File: src/rtl/slide_pot_intf.sv
// SPI master that round-robin polls six slide pots on an ADC128S-style A2D
// and holds the latest 12-bit reading of each on its own output.
module slide_pot_intf (
  input  logic        clk,
  input  logic        rst_n,
  output logic        SS_n,
  output logic        SCLK,
  output logic        MOSI,
  input  logic        MISO,
  output logic [11:0] POT_LP,
  output logic [11:0] POT_B1,
  output logic [11:0] POT_B2,
  output logic [11:0] POT_B3,
  output logic [11:0] POT_HP,
  output logic [11:0] VOLUME
);

  typedef enum logic [2:0] {S_IDLE, S_CMD, S_GAP, S_READ, S_WRITE} state_t;

  // Preload leaves SCLK high and puts the first falling edge 9 clocks after SS_n falls.
  localparam logic [4:0] DIV_PRELOAD = 5'b10111;

  state_t      r_state;
  state_t      w_state_next;
  logic [4:0]  r_div;
  logic [4:0]  r_rise_cnt;
  logic [15:0] r_tx;
  logic [15:0] r_rx;
  logic        r_sample;
  logic        r_ss_n;
  logic [2:0]  r_idx;
  logic [11:0] r_pot [6];

  logic        w_active;
  logic        w_rise;
  logic        w_fall;
  logic        w_last;
  logic        w_start;
  logic        w_write;
  logic [15:0] w_start_word;
  logic [2:0]  w_chan;

  // Sequencer slot to A2D channel: LP, B1, B2, B3, HP, VOLUME.
  always_comb begin
    w_chan = 3'd1;
    case (r_idx)
      3'd0:    w_chan = 3'd1;
      3'd1:    w_chan = 3'd0;
      3'd2:    w_chan = 3'd4;
      3'd3:    w_chan = 3'd2;
      3'd4:    w_chan = 3'd3;
      3'd5:    w_chan = 3'd7;
      default: w_chan = 3'd1;
    endcase
  end

  assign w_active = ~r_ss_n;
  assign w_rise   = w_active && (r_div == 5'b01111);
  assign w_last   = w_active && (r_div == 5'b11111) && (r_rise_cnt == 5'd16);
  assign w_fall   = w_active && (r_div == 5'b11111) && (r_rise_cnt != 5'd16);

  always_ff @(posedge clk or negedge rst_n) begin
    if (!rst_n) r_state <= S_IDLE;
    else        r_state <= w_state_next;
  end

  always_comb begin
    w_state_next = r_state;
    w_start      = 1'b0;
    w_start_word = 16'h0000;
    w_write      = 1'b0;
    case (r_state)
      S_IDLE: begin
        w_start      = 1'b1;
        w_start_word = {2'b00, w_chan, 11'b0};
        w_state_next = S_CMD;
      end
      S_CMD:   if (w_last) w_state_next = S_GAP;
      S_GAP: begin
        w_start      = 1'b1;
        w_state_next = S_READ;
      end
      S_READ:  if (w_last) w_state_next = S_WRITE;
      S_WRITE: begin
        w_write      = 1'b1;
        w_state_next = S_IDLE;
      end
      default: w_state_next = S_IDLE;
    endcase
  end

  always_ff @(posedge clk or negedge rst_n) begin
    if (!rst_n) begin
      r_ss_n     <= 1'b1;
      r_div      <= DIV_PRELOAD;
      r_rise_cnt <= 5'd0;
      r_tx       <= 16'h0000;
      r_rx       <= 16'h0000;
      r_sample   <= 1'b0;
    end else if (w_start) begin
      r_ss_n     <= 1'b0;
      r_div      <= DIV_PRELOAD;
      r_rise_cnt <= 5'd0;
      r_tx       <= w_start_word;
    end else if (w_active) begin
      if (w_last) begin
        // Final shift happens without a 17th SCLK fall; SCLK stays high.
        r_ss_n <= 1'b1;
        r_div  <= DIV_PRELOAD;
        r_tx   <= {r_tx[14:0], 1'b0};
        r_rx   <= {r_rx[14:0], r_sample};
      end else begin
        r_div <= r_div + 5'd1;
        if (w_rise) begin
          r_sample   <= MISO;
          r_rise_cnt <= r_rise_cnt + 5'd1;
        end
        // The very first fall has no sample behind it, so MOSI keeps bit 15.
        if (w_fall && (r_rise_cnt != 5'd0)) begin
          r_tx <= {r_tx[14:0], 1'b0};
          r_rx <= {r_rx[14:0], r_sample};
        end
      end
    end
  end

  always_ff @(posedge clk or negedge rst_n) begin
    if (!rst_n) begin
      r_idx <= 3'd0;
      for (int i = 0; i < 6; i++) r_pot[i] <= 12'h000;
    end else if (w_write) begin
      r_pot[r_idx] <= r_rx[11:0];
      r_idx        <= (r_idx == 3'd5) ? 3'd0 : r_idx + 3'd1;
    end
  end

  assign SS_n   = r_ss_n;
  assign SCLK   = r_div[4];
  assign MOSI   = r_tx[15];
  assign POT_LP = r_pot[0];
  assign POT_B1 = r_pot[1];
  assign POT_B2 = r_pot[2];
  assign POT_B3 = r_pot[3];
  assign POT_HP = r_pot[4];
  assign VOLUME = r_pot[5];

endmodule

File: config.mk
export PLATFORM = sky130hd
export DESIGN_NAME = slide_pot_intf
export DESIGN_NICKNAME = d
export VERILOG_FILES = /design/src/rtl/slide_pot_intf.sv
export SDC_FILE = /design/constraint.sdc
export NUM_CORES = 1
export LEC_CHECK = 0
export ABC_AREA = 1
export BUFFER_PORTS_ARGS = -buffer_cell sky130_fd_sc_hd__clkbuf_2
export CAP_MARGIN = 20
export CORE_ASPECT_RATIO = 0.75
export CORE_MARGIN = 3
export CORE_UTILIZATION = 40
export CTS_BUF_LIST = sky130_fd_sc_hd__clkbuf_2
export DETAILED_ROUTE_END_ITERATION = 7
export PLACE_DENSITY = 0.7
export SLEW_MARGIN = 20
export SYNTH_ARGS = -nofsm -noshare
export SYNTH_HDL_FRONTEND = slang
export SYNTH_SLANG_ARGS = --single-unit
export TNS_END_PERCENT = 30
File: constraint.sdc
create_clock -name clk -period 2.3 [get_ports clk]
set_input_delay 0.345 -clock clk [delete_from_list [all_inputs] [get_ports clk]]
set_output_delay 0.345 -clock clk [all_outputs]
set_load 0.03 [all_outputs]
-- After elaboration in Yosys (flattened, before gate mapping)
Cells that the tools add are included.
- register bits: 118
- input bits: 3
- output and inout port bits: 75
- logic and storage cells: 84
- add/subtract/negate cells: 3
- $lt $le $gt $ge: 2
- equality and inequality tests: 17
- multiplexer cells: 27
- bitwise operators: 4
- reduce and logical (&&, ||, !) cells: 17
- operator list (cell ; number):
    $bwmux W72 ; 1
    $mux W16 ; 4
    $demux W12 S3 ; 1
    $mux W12 ; 3
    $mux W5 ; 7
    $pmux W3 S5 ; 1
    $mux W14 ; 1
    $eq A3 B2 Y1 const B ; 4
    $pmux W3 S4 ; 1
    $add A5 B1 Y5 const B ; 2
    $eq A5 B5 Y1 const B ; 2
    $eq A3 B3 Y1 const B ; 3
    $mux W3 ; 3
    $eq A3 B1 Y1 const B ; 2
    $logic_and A1 B1 Y1 ; 6
    $reduce_and A3 Y1 ; 2
    $eq A5 B4 Y1 const B ; 1
    $mux W1 ; 5
    $ne A5 B5 Y1 const B ; 1
    $reduce_bool A5 Y1 ; 1
    $ge A4 B4 Y1 const B ; 1
    $lt A4 B1 Y1 const B ; 1
    $ne A2 B1 Y1 const B ; 2
    $ne A2 B2 Y1 const B ; 2
    9 further kinds ; 13

-- Depth between registers and ports, before layout
Gate-level depths: netlist (run 1).
- depth after elaboration: 8
- mapped depth: 12
- mapped depth without buffers: 11

-- Worst setup path after synthesis (run 1)
No wires, ideal clock.
- path type: reg-to-reg
- start point: register r_div[0]
- end point: register r_rise_cnt[3]
- library setup time: 0.118 ns
- arrival: 1.687 ns
- data required time: 2.182 ns
- path slack: 0.496 ns
- cell stages (with the launch flop): 10
- buffers on the path: 0
- period minus slack after synthesis: 1.804 ns
- path through: dfstp_2 -> ha_1 -> nand2_1 -> nor2_1 -> ha_1 -> nand3_1 -> nor2_1 -> nor2_1 -> nand3b_1 -> nand2_1
- longest elaborated chain between the ends: 5
- elaborated cells on any way between the ends: 8
- those cells by class: 3 x eq/ne; 5 x reduce/logical
- ends and longest elaborated chain (element ; RTL line ; source):
    start, declared ; 25 ; logic [4:0] r_div;
    start signal, assigned ; 113 ; r_div <= r_div + 5'd1;
    $eq A5 B5 Y1 ; 59 ; assign w_last = w_active && (r_div == 5'b11111) && (r_rise_cnt == 5'd16);
    $logic_and A1 B1 Y1 (2 in a row) ; 59 ;
    $ne A2 B1 Y1 (no source line) ; -- ;
    $reduce_and A3 Y1 (no source line) * ; -- ;
    end signal, assigned ; 116 ; r_rise_cnt <= r_rise_cnt + 5'd1;
    end, declared ; 26 ; logic [4:0] r_rise_cnt;
Mark *: on every way between the ends. The rest lies on a longest branch, timed or not.
A chain may end at the register's enable or synchronous reset.

-- Final worst setup path (run 1)
- start point: register r_div[1]
- end point: register r_rx[7]
- longest elaborated chain between the ends: 6
- elaborated cells on any way between the ends: 8
- those cells by class: 1 x eq/ne; 1 x mux; 6 x reduce/logical
- ends and longest elaborated chain (element ; RTL line ; source):
    $eq A5 B5 Y1 * ; 59, 60 ;
    $logic_and A1 B1 Y1 * ; 59, 60 ;
    $logic_and A1 B1 Y1 ; 60 ; assign w_fall = w_active && (r_div == 5'b11111) && (r_rise_cnt != 5'd16);
    $logic_and A1 B1 Y1 ; 119 ; if (w_fall && (r_rise_cnt != 5'd0)) begin
    $reduce_bool A2 Y1 (no source line) ; -- ;
    $reduce_and A3 Y1 (no source line) ; -- ;
    end signal, assigned ; 111 ; r_rx <= {r_rx[14:0], r_sample};
    end signal, assigned ; 121 ; r_rx <= {r_rx[14:0], r_sample};
    end, declared ; 28 ; logic [15:0] r_rx;
Marks and branches as above.

==> impl_metrics.csv, run 1 <==
group,metric,value,unit
grt,grt_pass1_vias,3477,
clock_network,cts_sinks,107,
critical_path,crit_required,2800,ps
pwr,max-vdd-ir-drop,0.349,mV
synthesis,synth.distinct_cells,21,
clock_network,htree_levels,3,
finish,fin_util,48.3,%
finish,nFillCells,995,
timing,period_share,86.5,%
run_status,status,"complete, no violations",
clock_network,clk_path_buf_depth,2,
timing,setup-tns-final,0,ps
clock_network,path_clk_slew,300,ps
finish,final_common_cell,"nand2_1",
synthesis,synth_seq_cells,107,
synthesis,syn_nets,501,
floorplanning,coreArea,10500,sq um
critical_path,endpoint_kind,"flip-flop",
synthesis,syn_avg_cell_area,8.96,sq um
hold_path,hp-class,"input port to asynchronous set/reset pin",
finish,regArea,2680,sq um
grt,antenna_found_initial,0,
drt,vias,3563,
pwr,p_leak,2.75,nW
critical_path,cpMostUsedCell,"nand2_1",
finish,final_area,5090,sq um
critical_path,path_cells,"ha_1 > nand2_1 > nor2_1 > ha_1 > nand2_1 > inv_1 > nand2_1 > nand2_1 > nand2_1 > nand2_1 > nand2_1",
floorplanning,row_count,32,
drt,drt-initial-drc-count,267,
finish,final_cell_mix,"nand2_1, dfrtp_1, clkbuf_2, o21ai_0, nand3_1",
critical_path,critPathKind,"flip-flop to flip-flop",
floorplanning,die_w,127,um
grt,overflow,0,
timing,slew_violations,0,
timing,max_slew_margin,61.6,%
critical_path,slowest_delay,620,ps
clock_network,numCtsBuffers,9,
drt,drcViolationCount,0,
drt,routedWlPerCell,14.3,um
finish,layout.nets,582,
synthesis,ys.warnings.count,0,
timing,setup_viol,0,
run,drv_cap,0,
timing,hold_viol_final,0,
drt,vias_per_cell,4.99,
finish,multiInputGateArea,1490,sq um
pwr,power,2.71,mW
clock_network,cts_root_buf,"clkbuf_2",
floorplanning,io_pins,78,
critical_path,critPathMaxFanout,12,
timing,rsz0062_at_grt,"no",
critical_path,arrival,2490,ps
synthesis,seq_area_frac_synth,60.9,%
clock_network,cts_tree,"built",
clock_network,clock_latency,600,ps
finish,areaGrowthSynthToFinish,15.4,%
place,hpwl,7430,um
timing,max_slew.worst_pin.slew,575,ps
timing,holdWs,237,ps
synthesis,netlist_area,4410,sq um
timing,fmaxAchievable,503,MHz
drt,totalWireLength,10200,um
drt,route.antenna.remaining_nets,0,
synthesis,netlist_instances,492,
finish,drive_gt1_share,19.2,%
floorplanning,start_util,41.8,%
floorplanning,die_h,96.9,um
drt,firstDrtPassIters,5,
grt,grt_max_degree,47,
timing,finalCriticalPeriod,1990,ps
critical_path,crit_slowest_cell,"dfstp_2",
place,port_buffers,77,
timing,fin_skew,41.8,ps
critical_path,start_kind,"flip-flop",
floorplanning,die_area,12300,sq um
place,globalplace.congestion,0.885,
finish,diodes,0,
place,placed_area,4970,sq um
grt,grt_util_all_layers,17.5,%
grt,grt_pass1_wl,17500,um
pwr,pwr_density_cell,533,nW/um^2
-- routing by layer --
| metal | track usage [%] | wire, um | vias up |
|---|---|---|---|
| li1 | - | - | 1743 |
| met1 | 24.5 | 4640 | 1711 |
| met2 | 26.8 | 4850 | 92 |
| met3 | 4.80 | 571 | 17 |
| met4 | 4.78 | 174 | 0 |
| met5 | 0 | 0 | - |
-- synth_stat cells --
master / count / area (sq um)
nand2_1: 172 / 646
dfrtp_1: 102 / 2550
o21ai_0: 74 / 370
nand3_1: 45 / 225
inv_1: 37 / 139
nor2_1: 14 / 52.6
buf_2: 10 / 50.1
clkbuf_1: 9 / 33.8
ha_1: 6 / 75.1
dfstp_2: 5 / 131
nand4_1: 4 / 25.0
nand3b_1: 3 / 22.5
a21oi_1: 2 / 10.0
xor2_1: 2 / 17.5
buf_4: 1 / 7.51
inv_2: 1 / 3.75
nor3_4: 1 / 16.3
nor4_1: 1 / 6.26
o21bai_1: 1 / 7.51
o22ai_1: 1 / 6.26
xnor2_1: 1 / 8.76
-- path summary, 6_finish.rpt --
kind | slack [ps] | start | cells past startpoint | end
setup / recovery | 310 | r_div[1]$_DFFE_PN1P_ | 11 | r_rx[7]$_DFFE_PN0P_
hold / removal | 240 | rst_n | 2 | VOLUME[1]$_DFFE_PN0P_
setup reg to reg | 310 | r_div[1]$_DFFE_PN1P_ | 11 | r_rx[7]$_DFFE_PN0P_
hold reg to reg | 490 | r_state[2]$_DFFE_PN0P_ | 1 | r_state[0]$_DFFE_PN0P_
max in group asynchronous | 1330 | rst_n | 3 | r_div[4]$_DFFE_PN1P_
min in group clk | 490 | r_state[2]$_DFFE_PN0P_ | 1 | r_state[0]$_DFFE_PN0P_
-- logic make-up after synthesis --
group                    after synthesis  share of synthesized area, %
AND/OR/NAND/NOR                      240                          22.5
flip-flops                           107                          60.9
AO/OA/AOI/OAI                         78                          8.94
buffers and inverters                 58                          5.31
adder cells (fa/ha/maj)                6                          1.70
XOR/XNOR                               3                         0.596
-- final cells by class --
class	instances	share of cell area, %
multi-input combinational	327	29.3
tap	136	3.34
clock buffer	9	0.885
inverter	38	2.80
timing repair buffer	90	9.89
sequential	107	52.8
clock inverter	7	1.01
-- metrics by stage --
stage / std cells / setup slack (ps)
floorplan: 492 / 496
global placement: 696 / 350
detailed placement: 696 / 254
CTS: 714 / 197
global route: 714 / 107
finish: 714 / 311
-- where the power goes --
group / switching, mW / internal, mW
Sequential: 0.00202 / 1.89
Clock: 0.623 / 0.150
Combinational: 0.0391 / 0.00927
Total: 0.664 / 2.05
-- sequential cells by signal, summed over array words and instances (netlist names) --
signal      cells
r_state         3
POT_B1         12
POT_B3         12
r_tx            5
VOLUME         12
r_rx           12
r_sample        1
POT_B2         12
POT_LP         12
SS_n            1
POT_HP         12
r_div           5
r_rise_cnt      5
r_idx           3
-- critical path, delay by kind of cell, from the launching register on --
kind          cells  cell delay [ps]
buf+inv           1               80
simple gates      8              840
flops             1              620
fa+ha+maj         2              370
-- what timing repair did --
action                                  in CTS  in global routing
endpoints found under the hold margin       43                  0
resized for setup                            0                  1
endpoints found under the setup margin       0                  1
hold buffers                                 2                  0
setup buffers                                0                  0
No activity file was read; power rests on OpenSTA's default activity.
==> run 2: changes to the inputs <==
- GPL_TIMING_DRIVEN: unset -> 0
==> impl_metrics.csv, run 2 (same netlist as run 1, synthesis figures left out) <==
group,metric,value,unit
pwr,max-vdd-ir-drop,0.370,mV
drt,drcViolationCount,0,
drt,routedWlPerCell,14.5,um
clock_network,numCtsBuffers,9,
grt,grt_util_all_layers,17.9,%
critical_path,start_kind,"flip-flop",
clock_network,clock_latency,580,ps
pwr,p_leak,2.78,nW
drt,firstDrtPassIters,5,
timing,fmaxAchievable,496,MHz
finish,drive_gt1_share,19.3,%
timing,finalCriticalPeriod,2020,ps
grt,overflow,0,
drt,totalWireLength,10500,um
pwr,clock_power_share,33.6,%
grt,grt_pass1_vias,3495,
clock_network,clk_path_buf_depth,2,
pwr,seq_power_share,64.7,%
timing,max_slew.worst_pin.slew,536,ps
pwr,p_comb_share,1.7,%
critical_path,critPathMaxFanout,6,
finish,final_common_cell,"nand2_1",
timing,period_share,87.6,%
pwr,power,2.92,mW
clock_network,htree_levels,3,
clock_network,cts_root_buf,"clkbuf_2",
pwr,p_int,2.27,mW
finish,diodes,0,
timing,rsz0062_at_grt,"no",
finish,final_cell_mix,"nand2_1, dfrtp_1, clkbuf_2, o21ai_0, nand3_1",
floorplanning,start_util,41.8,%
critical_path,arrival,2530,ps
timing,setup_viol,0,
clock_network,cts_setup_buffers,0,
place,placed_area,5000,sq um
timing,max_slew_margin,64.3,%
clock_network,cts_tree,"built",
run_status,status,"complete, no violations",
drt,vias,3626,
finish,layout.nets,592,
timing,worst_slack,284,ps
place,preCtsSetupSlack,170,ps
place,hpwl,7770,um
floorplanning,row_count,32,
hold_path,hp-class,"input port to asynchronous set/reset pin",
floorplanning,io_pins,78,
grt,antenna_found_initial,0,
floorplanning,die_h,96.9,um
pwr,pwr_density_cell,567,nW/um^2
place,port_buffers,77,
grt,grt_max_degree,93,
grt,grt_pass1_wl,17900,um
drt,drt-initial-drc-count,330,
drt,route.antenna.remaining_nets,0,
critical_path,crit_required,2810,ps
drt,vias_per_cell,5.02,
critical_path,endpoint_kind,"flip-flop",
finish,final_area,5160,sq um
critical_path,critPathKind,"flip-flop to flip-flop",
floorplanning,die_w,127,um
finish,areaGrowthSynthToFinish,17.1,%
finish,fin_util,49.0,%
clock_network,path_clk_slew,280,ps
floorplanning,die_area,12300,sq um
pwr,power.net_switching,0.655,mW
run,drv_cap,0,
clock_network,cts_sinks,107,
floorplanning,coreArea,10500,sq um
place,globalplace.congestion,0.820,
pwr,swShare,22.4,%
timing,fin_skew,36.5,ps
timing,slew_violations,0,
timing,hold_viol_final,0,
[run 2: cell count changes in the layout (fill, tap and decap cells not counted), sizes merged]
cell / previous run / this run
clkbuf: 85 / 96
clkinv: 4 / 1
bufinv: 0 / 2
clkinvlp: 1 / 0
[run 2: final cells by class]
| cell class | count | area, sq um |
|---|---|---|
| plain buffers | 20 | 92.6 |
| inverters | 38 | 143 |
| clock inverters | 5 | 86.3 |
| well taps | 136 | 170 |
| flip-flops and latches | 107 | 2680 |
| repair buffers | 80 | 442 |
| clock buffers | 10 | 50.0 |
| fillers | 1010 | 5370 |
| multi-input cells | 327 | 1490 |
[run 2: stage by stage]
stage | instances | TNS [ps] | hold WS (ps)
floorplan | 492 | 0 | 49.4
global placement | 705 | -54590 | 443
detailed placement | 706 | 0 | 206
CTS | 723 | 0 | 85.8
global route | 723 | 0 | 45.9
finish | 723 | 0 | 113
[run 2: power groups by stage]
stage                     combinational [mW]  clock (mW)  sequential, mW
final                                 0.0491       0.983            1.89
after global routing                  0.0587        1.10            1.89
after CTS                             0.0525        1.00            1.89
after detailed placement              0.0498           0            1.92
after global placement                0.0415           0            1.92
after floorplan                      0.00205           0            1.92
[run 2: path summary, 6_finish.rpt]
path | start | end | slack [ps] | cells after the start
setup / recovery | r_div[1]$_DFFE_PN1P_ | r_rise_cnt[3]$_DFFE_PN0P_ | 280 | 9
hold / removal | rst_n | POT_B2[0]$_DFFE_PN0P_ | 110 | 2
setup reg to reg | r_div[1]$_DFFE_PN1P_ | r_rise_cnt[3]$_DFFE_PN0P_ | 280 | 9
hold reg to reg | r_state[2]$_DFFE_PN0P_ | r_state[0]$_DFFE_PN0P_ | 470 | 1
max in group asynchronous | rst_n | r_div[1]$_DFFE_PN1P_ | 1470 | 3
min in group clk | r_state[2]$_DFFE_PN0P_ | r_state[0]$_DFFE_PN0P_ | 470 | 1
[run 2: critical path, cell delays in order (launching register included)]
cell and delay (ps):
dfstp_2 620, ha_1 190, nand2_1 60, nor2_1 150
ha_1 200, nand3_1 140, nor2_2 270, nor2_1 170
nand3b_1 120, nand2_1 60
[run 2: what timing repair did]
item                                    4_1_cts  5_1_grt
resized for setup                             0        3
hold buffers                                  2        0
hold endpoints to repair                    103        0
endpoints found under the setup margin        0       12
[run 2: layer usage]
layer	global-route usage, %	up-vias	share of wire (%)
met4	5.03	0	1.3
met2	26.6	88	45
met5	0	-	0
met1	26.4	1759	49
li1	-	1763	-
met3	4.08	16	4.8
==> run 3: changes to the inputs <==
- HOLD_SLACK_MARGIN: unset -> 0.15
==> impl_metrics.csv, run 3 (same netlist as run 1, synthesis figures left out) <==
group,metric,value,unit
drt,route.antenna.remaining_nets,0,
finish,regArea,2680,sq um
critical_path,critPathKind,"flip-flop to flip-flop",
critical_path,crit_required,2820,ps
floorplanning,io_pins,78,
grt,grt_max_degree,93,
place,globalplace.congestion,0.820,
critical_path,arrival,2530,ps
critical_path,slowest_delay,620,ps
finish,multiInputGateArea,1490,sq um
critical_path,path_cells,"ha_1 > nand2_1 > nor2_1 > ha_1 > nand3_1 > nor2_2 > nor2_1 > nand3b_1 > nand2_1",
timing,setup_viol,0,
timing,rsz0062_at_grt,"no",
critical_path,path_buf_inv,0,
timing,finalCriticalPeriod,2020,ps
floorplanning,die_area,12300,sq um
clock_network,path_clk_slew,290,ps
run_status,status,"complete, no violations",
timing,period_share,87.6,%
finish,final_common_cell,"nand2_1",
finish,fin_util,49.1,%
place,port_buffers,77,
place,preCtsSetupSlack,170,ps
grt,grt_pass1_vias,3502,
clock_network,cts_setup_buffers,0,
pwr,seq_power_share,64.7,%
timing,hold_viol_final,0,
clock_network,cts_root_buf,"clkbuf_2",
floorplanning,die_h,96.9,um
clock_network,cts_sinks,107,
drt,drt-initial-drc-count,318,
critical_path,crit_slowest_cell,"dfstp_2",
drt,vias,3612,
timing,fmaxAchievable,496,MHz
timing,holdWs,320,ps
timing,max_slew.worst_pin.slew,649,ps
timing,fin_skew,35.8,ps
finish,diodes,0,
clock_network,numCtsBuffers,9,
critical_path,start_kind,"flip-flop",
finish,nFillCells,1007,
grt,grt_pass1_wl,17900,um
finish,stdcell_count,724,
clock_network,htree_levels,3,
pwr,max-vdd-ir-drop,0.370,mV
timing,max_slew_margin,56.6,%
drt,routedWlPerCell,14.5,um
place,place_inst,706,
run,drv_cap,0,
pwr,pwr_density_cell,566,nW/um^2
floorplanning,coreArea,10500,sq um
grt,grt_util_all_layers,17.9,%
finish,final_cell_mix,"nand2_1, dfrtp_1, clkbuf_2, o21ai_0, nand3_1",
finish,layout.nets,593,
critical_path,endpoint_kind,"flip-flop",
pwr,power.net_switching,0.654,mW
clock_network,cts_tree,"built",
pwr,swShare,22.4,%
drt,vias_per_cell,4.99,
pwr,p_comb_share,1.7,%
finish,areaGrowthSynthToFinish,17.3,%
finish,drive_gt1_share,19.2,%
timing,slew_violations,0,
floorplanning,start_util,41.8,%
pwr,clock_power_share,33.6,%
hold_path,hp-class,"input port to asynchronous set/reset pin",
floorplanning,die_w,127,um
clock_network,clk_path_buf_depth,2,
pwr,p_leak,2.79,nW
grt,antenna_found_initial,0,
place,hpwl,7770,um
drt,firstDrtPassIters,5,
drt,totalWireLength,10500,um
critical_path,critPathMaxFanout,6,
drt,drcViolationCount,0,
grt,overflow,0,
clock_network,clock_latency,580,ps
floorplanning,row_count,32,
critical_path,critPathTopFamily,"simple AND/OR/NAND/NOR gates",
timing,worst_slack,285,ps
pwr,p_int,2.27,mW
==> run 3: changes by cell type in the layout (fill, tap and decap cells not counted) <==
| cell | previous run | this run |
|---|---|---|
| dlygate4sd3_1 | 2 | 3 |
==> run 3: path summary, 6_finish.rpt <==
| path | startpoint | endpoint | slack, ps | cells past startpoint |
|---|---|---|---|---|
| min in group clk | r_state[2]$_DFFE_PN0P_ | r_state[0]$_DFFE_PN0P_ | 470 | 1 |
| worst max-delay path | r_div[1]$_DFFE_PN1P_ | r_rise_cnt[3]$_DFFE_PN0P_ | 280 | 9 |
| max in group asynchronous | rst_n | r_tx[13]$_DFFE_PN0P_ | 980 | 3 |
| worst min-delay path | rst_n | POT_LP[10]$_DFFE_PN0P_ | 320 | 3 |
| worst max register to register | r_div[1]$_DFFE_PN1P_ | r_rise_cnt[3]$_DFFE_PN0P_ | 280 | 9 |
| worst min register to register | r_state[2]$_DFFE_PN0P_ | r_state[0]$_DFFE_PN0P_ | 470 | 1 |
==> run 3: cell type report <==
class,instances,share of cell area (%)
inverters,38,2.76
multi-input cells,327,28.9
clock inverters,5,1.67
clock buffers,10,0.968
flip-flops and latches,107,51.9
plain buffers,20,1.79
repair buffers,81,8.74
well taps,136,3.29
==> run 3: timing repair <==
| item | CTS | global route |
|---|---|---|
| setup endpoints to repair | 0 | 12 |
| hold buffers | 3 | 0 |
| resized for setup | 0 | 3 |
| hold endpoints to repair | 103 | 0 |
==> run 3: metrics by stage <==
step / setup TNS (ps) / power [mW] / area, sq um
2_1_floorplan: 0 / 1.92 / 4410
3_3_place_gp: -54590 / 1.96 / 4960
3_5_place_dp: 0 / 1.97 / 5000
4_1_cts: 0 / 2.95 / 5160
5_1_grt: 0 / 3.05 / 5170
6_report: 0 / 2.92 / 5170
==> run 3: power by group through the flow <==
stage	combinational, mW	clock, mW	sequential, mW
3_3_place_gp	0.0415	0	1.92
6_report	0.0505	0.981	1.89
3_5_place_dp	0.0498	0	1.92
4_1_cts	0.0538	1.00	1.89
2_1_floorplan	0.00205	0	1.92
5_1_grt	0.0602	1.10	1.89
==> run 3: worst min-delay path, stage by stage <==
cell	delay [ps]
dlygate4sd3_1	540
clkbuf_8	140
buf_16	340
==> run 3: per-layer routing <==
layer,vias up,part of all wire (%),global-route usage [%]
met3,14,4.6,4.08
met2,84,44,26.6
li1,1762,-,-
met4,0,1.3,5.03
met5,-,0,0
met1,1752,50,26.4
